[src/rtl/in_service_control_if.sv]
// Signal bundle between the 8259A priority resolver/command side and the in-service control block.
// master drives requests, INTA and commands; slave returns ISR state, rotation and acknowledge results.
interface in_service_control_if;
    logic [7:0] interrupt;
    logic       interrupt_acknowledge_n;
    logic       auto_eoi_config;
    logic       eoi_valid;
    logic       eoi_specific;
    logic       eoi_rotate;
    logic [2:0] eoi_level;
    logic       set_priority_valid;
    logic [2:0] set_priority_level;
    logic [7:0] in_service_register;
    logic [7:0] highest_level_in_service;
    logic [2:0] priority_rotate;
    logic [7:0] clear_interrupt_request;
    logic [2:0] interrupt_vector_level;
    logic       end_of_acknowledge_sequence;

    modport master (
        output interrupt, interrupt_acknowledge_n, auto_eoi_config,
               eoi_valid, eoi_specific, eoi_rotate, eoi_level,
               set_priority_valid, set_priority_level,
        input  in_service_register, highest_level_in_service, priority_rotate,
               clear_interrupt_request, interrupt_vector_level, end_of_acknowledge_sequence
    );

    modport slave (
        input  interrupt, interrupt_acknowledge_n, auto_eoi_config,
               eoi_valid, eoi_specific, eoi_rotate, eoi_level,
               set_priority_valid, set_priority_level,
        output in_service_register, highest_level_in_service, priority_rotate,
               clear_interrupt_request, interrupt_vector_level, end_of_acknowledge_sequence
    );
endinterface

[src/rtl/in_service_control.sv]
// 8259A in-service control: two-pulse INTA acknowledge sequencing, ISR ownership,
// EOI/AEOI handling and priority rotation fed back to the priority resolver.
module in_service_control (
    input  logic                 clock,
    input  logic                 reset,
    in_service_control_if.slave  bus
);
    typedef enum logic [1:0] {IDLE, ACK1, GAP, ACK2} state_t;

    state_t     state_q, state_d;
    logic       inta_prev_q, inta_prev_d;
    logic [7:0] ack_onehot_q, ack_onehot_d;
    logic [7:0] isr_q, isr_d;
    logic [7:0] clear_q, clear_d;
    logic [2:0] rotate_q, rotate_d;
    logic [2:0] level_q, level_d;
    logic       eoa_q, eoa_d;

    logic       fall, rise;
    logic [7:0] highest;
    logic [7:0] ack_set, eoi_clear, aeoi_clear;
    logic [2:0] cleared_level;

    function automatic logic [2:0] encode(input logic [7:0] onehot);
        logic [2:0] idx;
        idx = '0;
        for (int i = 0; i < 8; i++) begin
            if (onehot[i]) idx = 3'(i);
        end
        return idx;
    endfunction

    assign fall = inta_prev_q & ~bus.interrupt_acknowledge_n;
    assign rise = ~inta_prev_q & bus.interrupt_acknowledge_n;

    // Scan starts just above the lowest-priority level and wraps; the lowest level is checked last.
    always_comb begin
        logic [2:0] idx;
        highest = '0;
        idx     = '0;
        for (int i = 1; i <= 8; i++) begin
            idx = rotate_q + 3'(i);
            if (highest == 8'h00 && isr_q[idx]) highest[idx] = 1'b1;
        end
    end

    always_comb begin
        state_d       = state_q;
        inta_prev_d   = bus.interrupt_acknowledge_n;
        ack_onehot_d  = ack_onehot_q;
        clear_d       = '0;
        level_d       = level_q;
        eoa_d         = 1'b0;
        rotate_d      = rotate_q;
        ack_set       = '0;
        aeoi_clear    = '0;
        eoi_clear     = '0;
        cleared_level = '0;

        unique case (state_q)
            IDLE: if (fall) begin
                state_d      = ACK1;
                ack_onehot_d = bus.interrupt;
                ack_set      = bus.interrupt;
                clear_d      = bus.interrupt;
                level_d      = (bus.interrupt == 8'h00) ? 3'd7 : encode(bus.interrupt);
            end
            ACK1: if (rise) state_d = GAP;
            GAP:  if (fall) state_d = ACK2;
            ACK2: if (rise) begin
                state_d = IDLE;
                eoa_d   = 1'b1;
                if (bus.auto_eoi_config) aeoi_clear = ack_onehot_q;
            end
            default: state_d = IDLE;
        endcase

        // EOI acts on the registered ISR, so an ack set in this same cycle survives it.
        if (bus.eoi_valid) begin
            if (bus.eoi_specific) begin
                cleared_level = bus.eoi_level;
                eoi_clear     = isr_q & (8'h01 << bus.eoi_level);
            end else begin
                cleared_level = encode(highest);
                eoi_clear     = highest;
            end
            if (bus.eoi_rotate && eoi_clear != 8'h00) rotate_d = cleared_level;
        end

        if (bus.set_priority_valid) rotate_d = bus.set_priority_level;

        isr_d = (isr_q & ~eoi_clear & ~aeoi_clear) | ack_set;
    end

    always_ff @(posedge clock) begin
        if (reset) begin
            state_q      <= IDLE;
            inta_prev_q  <= 1'b1;
            ack_onehot_q <= '0;
            isr_q        <= '0;
            clear_q      <= '0;
            rotate_q     <= 3'b111;
            level_q      <= '0;
            eoa_q        <= 1'b0;
        end else begin
            state_q      <= state_d;
            inta_prev_q  <= inta_prev_d;
            ack_onehot_q <= ack_onehot_d;
            isr_q        <= isr_d;
            clear_q      <= clear_d;
            rotate_q     <= rotate_d;
            level_q      <= level_d;
            eoa_q        <= eoa_d;
        end
    end

    assign bus.in_service_register         = isr_q;
    assign bus.highest_level_in_service    = highest;
    assign bus.priority_rotate             = rotate_q;
    assign bus.clear_interrupt_request     = clear_q;
    assign bus.interrupt_vector_level      = level_q;
    assign bus.end_of_acknowledge_sequence = eoa_q;
endmodule

[src/flat_wrapper.sv]
// flat-port wrapper written by rule: the top's interface ports become plain ports
module in_service_control_flat 
  (clock, reset, bus_interrupt, bus_interrupt_acknowledge_n, bus_auto_eoi_config, bus_eoi_valid, bus_eoi_specific, bus_eoi_rotate, bus_eoi_level, bus_set_priority_valid, bus_set_priority_level, bus_in_service_register, bus_highest_level_in_service, bus_priority_rotate, bus_clear_interrupt_request, bus_interrupt_vector_level, bus_end_of_acknowledge_sequence);
  in_service_control_if bus_i ();
  input  logic clock;
  input  logic reset;
  input wire logic [$bits(bus_i.interrupt)-1:0] bus_interrupt;
  input wire logic [$bits(bus_i.interrupt_acknowledge_n)-1:0] bus_interrupt_acknowledge_n;
  input wire logic [$bits(bus_i.auto_eoi_config)-1:0] bus_auto_eoi_config;
  input wire logic [$bits(bus_i.eoi_valid)-1:0] bus_eoi_valid;
  input wire logic [$bits(bus_i.eoi_specific)-1:0] bus_eoi_specific;
  input wire logic [$bits(bus_i.eoi_rotate)-1:0] bus_eoi_rotate;
  input wire logic [$bits(bus_i.eoi_level)-1:0] bus_eoi_level;
  input wire logic [$bits(bus_i.set_priority_valid)-1:0] bus_set_priority_valid;
  input wire logic [$bits(bus_i.set_priority_level)-1:0] bus_set_priority_level;
  output wire logic [$bits(bus_i.in_service_register)-1:0] bus_in_service_register;
  output wire logic [$bits(bus_i.highest_level_in_service)-1:0] bus_highest_level_in_service;
  output wire logic [$bits(bus_i.priority_rotate)-1:0] bus_priority_rotate;
  output wire logic [$bits(bus_i.clear_interrupt_request)-1:0] bus_clear_interrupt_request;
  output wire logic [$bits(bus_i.interrupt_vector_level)-1:0] bus_interrupt_vector_level;
  output wire logic [$bits(bus_i.end_of_acknowledge_sequence)-1:0] bus_end_of_acknowledge_sequence;
  assign bus_i.interrupt = bus_interrupt;
  assign bus_i.interrupt_acknowledge_n = bus_interrupt_acknowledge_n;
  assign bus_i.auto_eoi_config = bus_auto_eoi_config;
  assign bus_i.eoi_valid = bus_eoi_valid;
  assign bus_i.eoi_specific = bus_eoi_specific;
  assign bus_i.eoi_rotate = bus_eoi_rotate;
  assign bus_i.eoi_level = bus_eoi_level;
  assign bus_i.set_priority_valid = bus_set_priority_valid;
  assign bus_i.set_priority_level = bus_set_priority_level;
  assign bus_in_service_register = bus_i.in_service_register;
  assign bus_highest_level_in_service = bus_i.highest_level_in_service;
  assign bus_priority_rotate = bus_i.priority_rotate;
  assign bus_clear_interrupt_request = bus_i.clear_interrupt_request;
  assign bus_interrupt_vector_level = bus_i.interrupt_vector_level;
  assign bus_end_of_acknowledge_sequence = bus_i.end_of_acknowledge_sequence;
  in_service_control u_core (.clock(clock), .reset(reset), .bus(bus_i));
endmodule
[config.mk]
export PLATFORM = sky130hd
export DESIGN_NAME = in_service_control_flat
export DESIGN_NICKNAME = d
export VERILOG_FILES = /design/src/rtl/in_service_control_if.sv /design/src/rtl/in_service_control.sv /design/src/flat_wrapper.sv
export SDC_FILE = /design/constraint.sdc
export NUM_CORES = 1
export LEC_CHECK = 0
export ABC_AREA = 1
export ABC_CLOCK_PERIOD_IN_PS = 7000
export BUFFER_PORTS_ARGS = -buffer_cell sky130_fd_sc_hd__buf_2
export CORE_MARGIN = 3
export CORE_UTILIZATION = 43
export DETAILED_ROUTE_END_ITERATION = 7
export PLACE_DENSITY = 0.73
export SLEW_MARGIN = 20
export SYNTH_ARGS = -nofsm -noshare
export SYNTH_HDL_FRONTEND = slang
export SYNTH_SLANG_ARGS = --single-unit
[constraint.sdc]
create_clock -name clock -period 7 [get_ports clock]
set_clock_uncertainty 0.1 [all_clocks]
set_input_delay 1.05 -clock clock [delete_from_list [all_inputs] [get_ports clock]]
set_output_delay 1.05 -clock clock [all_outputs]
set_load 0.1 [all_outputs]
==> flow_summary_export.csv <==
group,metric,value,unit
status,status,"complete, no violations",
synth,yosysWarnings,0,
timing,fin_ws,0.475,ns
timing,period_share,93.2,%
grt,grt_pass1_vias,3284,
floorplan,std_cell_rows,30,
timing,layout_min_cycle_time,6.53,ns
clocking,clkSinkCount,34,
drt,ant_nets,0,
flow_run,cap_violations,0,
worst_setup_path,rr_worst_depth,40,
floorplan,coreArea,6830,um^2
drt,drc,0,
timing,tightest_slew,0.679,ns
clocking,path_clk_slew,0.08,ns
worst_setup_path,cp_slowest_cell,"dfxtp_4",
clocking,cts_tree,"built",
timing,rsz0062_at_grt,"true",
floorplan,ioPinCount,53,
synth,synth_top_area_share,22.2,%
final_layout,nNetsFinal,620,
final_layout,fin_area,3680,um^2
synth,syn_nets,569,
floorplan,initial_core_util,44.8,%
synth,yosysTopAreaCell,"dfxtp_1",
drt,vias,3624,
place,gp_congestion,1.04,
clocking,clk_latency,0.29,ns
synth,synth.avg_cell_area,5.70,um^2
synth,synth.area.top_cells,"dfxtp_1, nand2_1, nand3_1",
floorplan,die_y,90.4,um
final_layout,final_cells,685,
synth,async_reset_ff_share,0,%
drt,drt-total-wl,9550,um
drt,drt_iter0_markers,253,
place,place_area,3470,um^2
final_layout,diodes,0,
worst_setup_path,cp-start-kind,"register",
worst_setup_path,slowest_delay,0.41,ns
clocking,clock-root-buffer,"clkbuf_8",
timing,fin_hold_ws,0.371,ns
timing,slew-limit-headroom,54.4,%
place,post-place-ws,0.495,ns
worst_setup_path,cp-end-kind,"output pin",
grt,grt_pass1_wl,15500,um
timing,slew_violations,0,
clocking,postCtsHoldBufs,0,
min_path,worstHoldPathType,"reg -> reg",
min_path,hold-path-cell-count,2,
timing,setup_violations,0,
synth,synth-seq-cells,34,
worst_setup_path,cp_max_fo,12,
final_layout,drive_above_1_share,19.5,%
drt,viasPerCell,5.29,
floorplan,die_w,90.4,um
worst_setup_path,required,5.85,ns
final_layout,area_growth,20.2,%
synth,yosysSeqAreaShare,22.2,%
floorplan,dieArea,8170,um^2
worst_setup_path,cp.arrival,5.38,ns
grt,antenna_found_initial,0,
grt,grt_max_degree,26,
synth,synth_ff_type,"dfxtp_1",
place,dp_hpwl,7660,um
worst_setup_path,criticalPathCategory,"reg -> out",
synth,syn_area,3060,um^2
place,dp_cells,671,
synth,synth_cells,537,
grt,grt.overflow.total,0,
synth,synth_edf_count,0,
drt,dr.pass1.iters,5,
timing,fmax,153,MHz
clocking,htree_levels,2,
timing,hold_viol_final,0,
drt,wl_per_cell,13.9,um
synth,synth_cell_types,36,
clocking,cts_buffers,5,
grt,grt_util_all_layers,23.0,%
place,io_buffers,52,
clocking,clock_path_buffers,2,
==> area by class of cell <==
cell class | count | area (um^2)
repair buffers | 57 | 403
multi-input cells | 430 | 2140
inverters | 60 | 234
well taps | 96 | 120
clock inverters | 2 | 12.5
fillers | 720 | 3150
clock buffers | 6 | 82.6
flip-flops and latches | 34 | 684
==> cell usage in the layout (no fill, tap or decap), drive strengths merged <==
cell type / instances
nand2: 183
nand3: 72
nor2: 64
inv: 59
buf: 57
a21oi: 41
dfxtp: 34
nor3: 17
o21ai: 17
ha: 10
o211ai: 6
clkbuf: 6
nand3b: 4
nor3b: 3
o22ai: 3
clkinvlp: 2
and2: 2
nand4: 2
or2: 1
a31oi: 1
o31ai: 1
a41oi: 1
o21bai: 1
and3: 1
clkinv: 1
==> stage by stage <==
stage	setup TNS, ns	utilization [%]
floorplan	0	-
global placement	0	50.8
detailed placement	0	50.8
CTS	0	52.2
global route	-0.242	53.8
finish	0	53.8
==> synth_stat cells (all sizes together), types with 2 or more instances <==
master	number
inv	60
dfxtp	34
o22ai	3
nor3	17
nand3	72
clkbuf	9
nand2	183
and2	2
buf	7
o21ai	17
nor2	61
nand3b	4
nor3b	3
ha	10
nand4	2
a21oi	41
o211ai	6
==> sequential cells by signal, summed over array words and instances, names as in the netlist <==
register,cells
u_core.inta_prev_q,1
u_core.state_q,2
u_core.bus.priority_rotate,3
u_core.ack_onehot_q,8
u_core.bus.interrupt_vector_level,3
u_core.bus.in_service_register,8
u_core.bus.clear_interrupt_request,8
u_core.bus.end_of_acknowledge_sequence,1
==> cells by family (layout without fill, tap and decap cells) <==
logic type | Yosys count | in the layout | synth area share (%)
AOI/OAI and AO/OA | 71 | 71 | 12.9
DFF | 34 | 34 | 22.2
and+or+nand+nor | 346 | 349 | 50.4
buffers and inverters | 76 | 125 | 10.4
adders and majority gates | 10 | 10 | 4.09
==> worst max-delay path, delay by kind of cell (launching register included) <==
kind	cells	cell delay [ns]
adder cells (fa/ha/maj)	1	0.31
buffers and inverters	5	0.66
AND/OR/NAND/NOR	25	3.13
AO/OA/AOI/OAI	3	0.53
flip-flops	1	0.41
==> layer usage <==
metal / vias to the layer above / share of wire [%] / GRT usage [%]
met4: 0 / 1.6 / 5.10
met2: 146 / 48 / 39.4
met1: 1622 / 44 / 30.0
li1: 1838 / - / -
met3: 18 / 6.8 / 4.25
met5: - / 0 / 0
==> repair_timing <==
item                                    in CTS  in global routing
endpoints found under the setup margin       0                  8
resized for setup                            0                 20
setup buffers                                0                  3
hold endpoints to repair                     0                  0
==> final timing paths <==
kind | startpoint | end | slack, ns
max | u_core.bus.priority_rotate[1] | bus_highest_level_in_service[1] | 0.47
min | u_core.ack_onehot_q[6] | u_core.ack_onehot_q[6] | 0.37
max reg2reg | u_core.bus.priority_rotate[1] | u_core.bus.priority_rotate[2] | 1.31
min reg2reg | u_core.ack_onehot_q[6] | u_core.ack_onehot_q[6] | 0.37
Power is left out: the tool's default activity adds up to more than one toggle a clock period on the data nets, which glitch-free logic cannot reach.
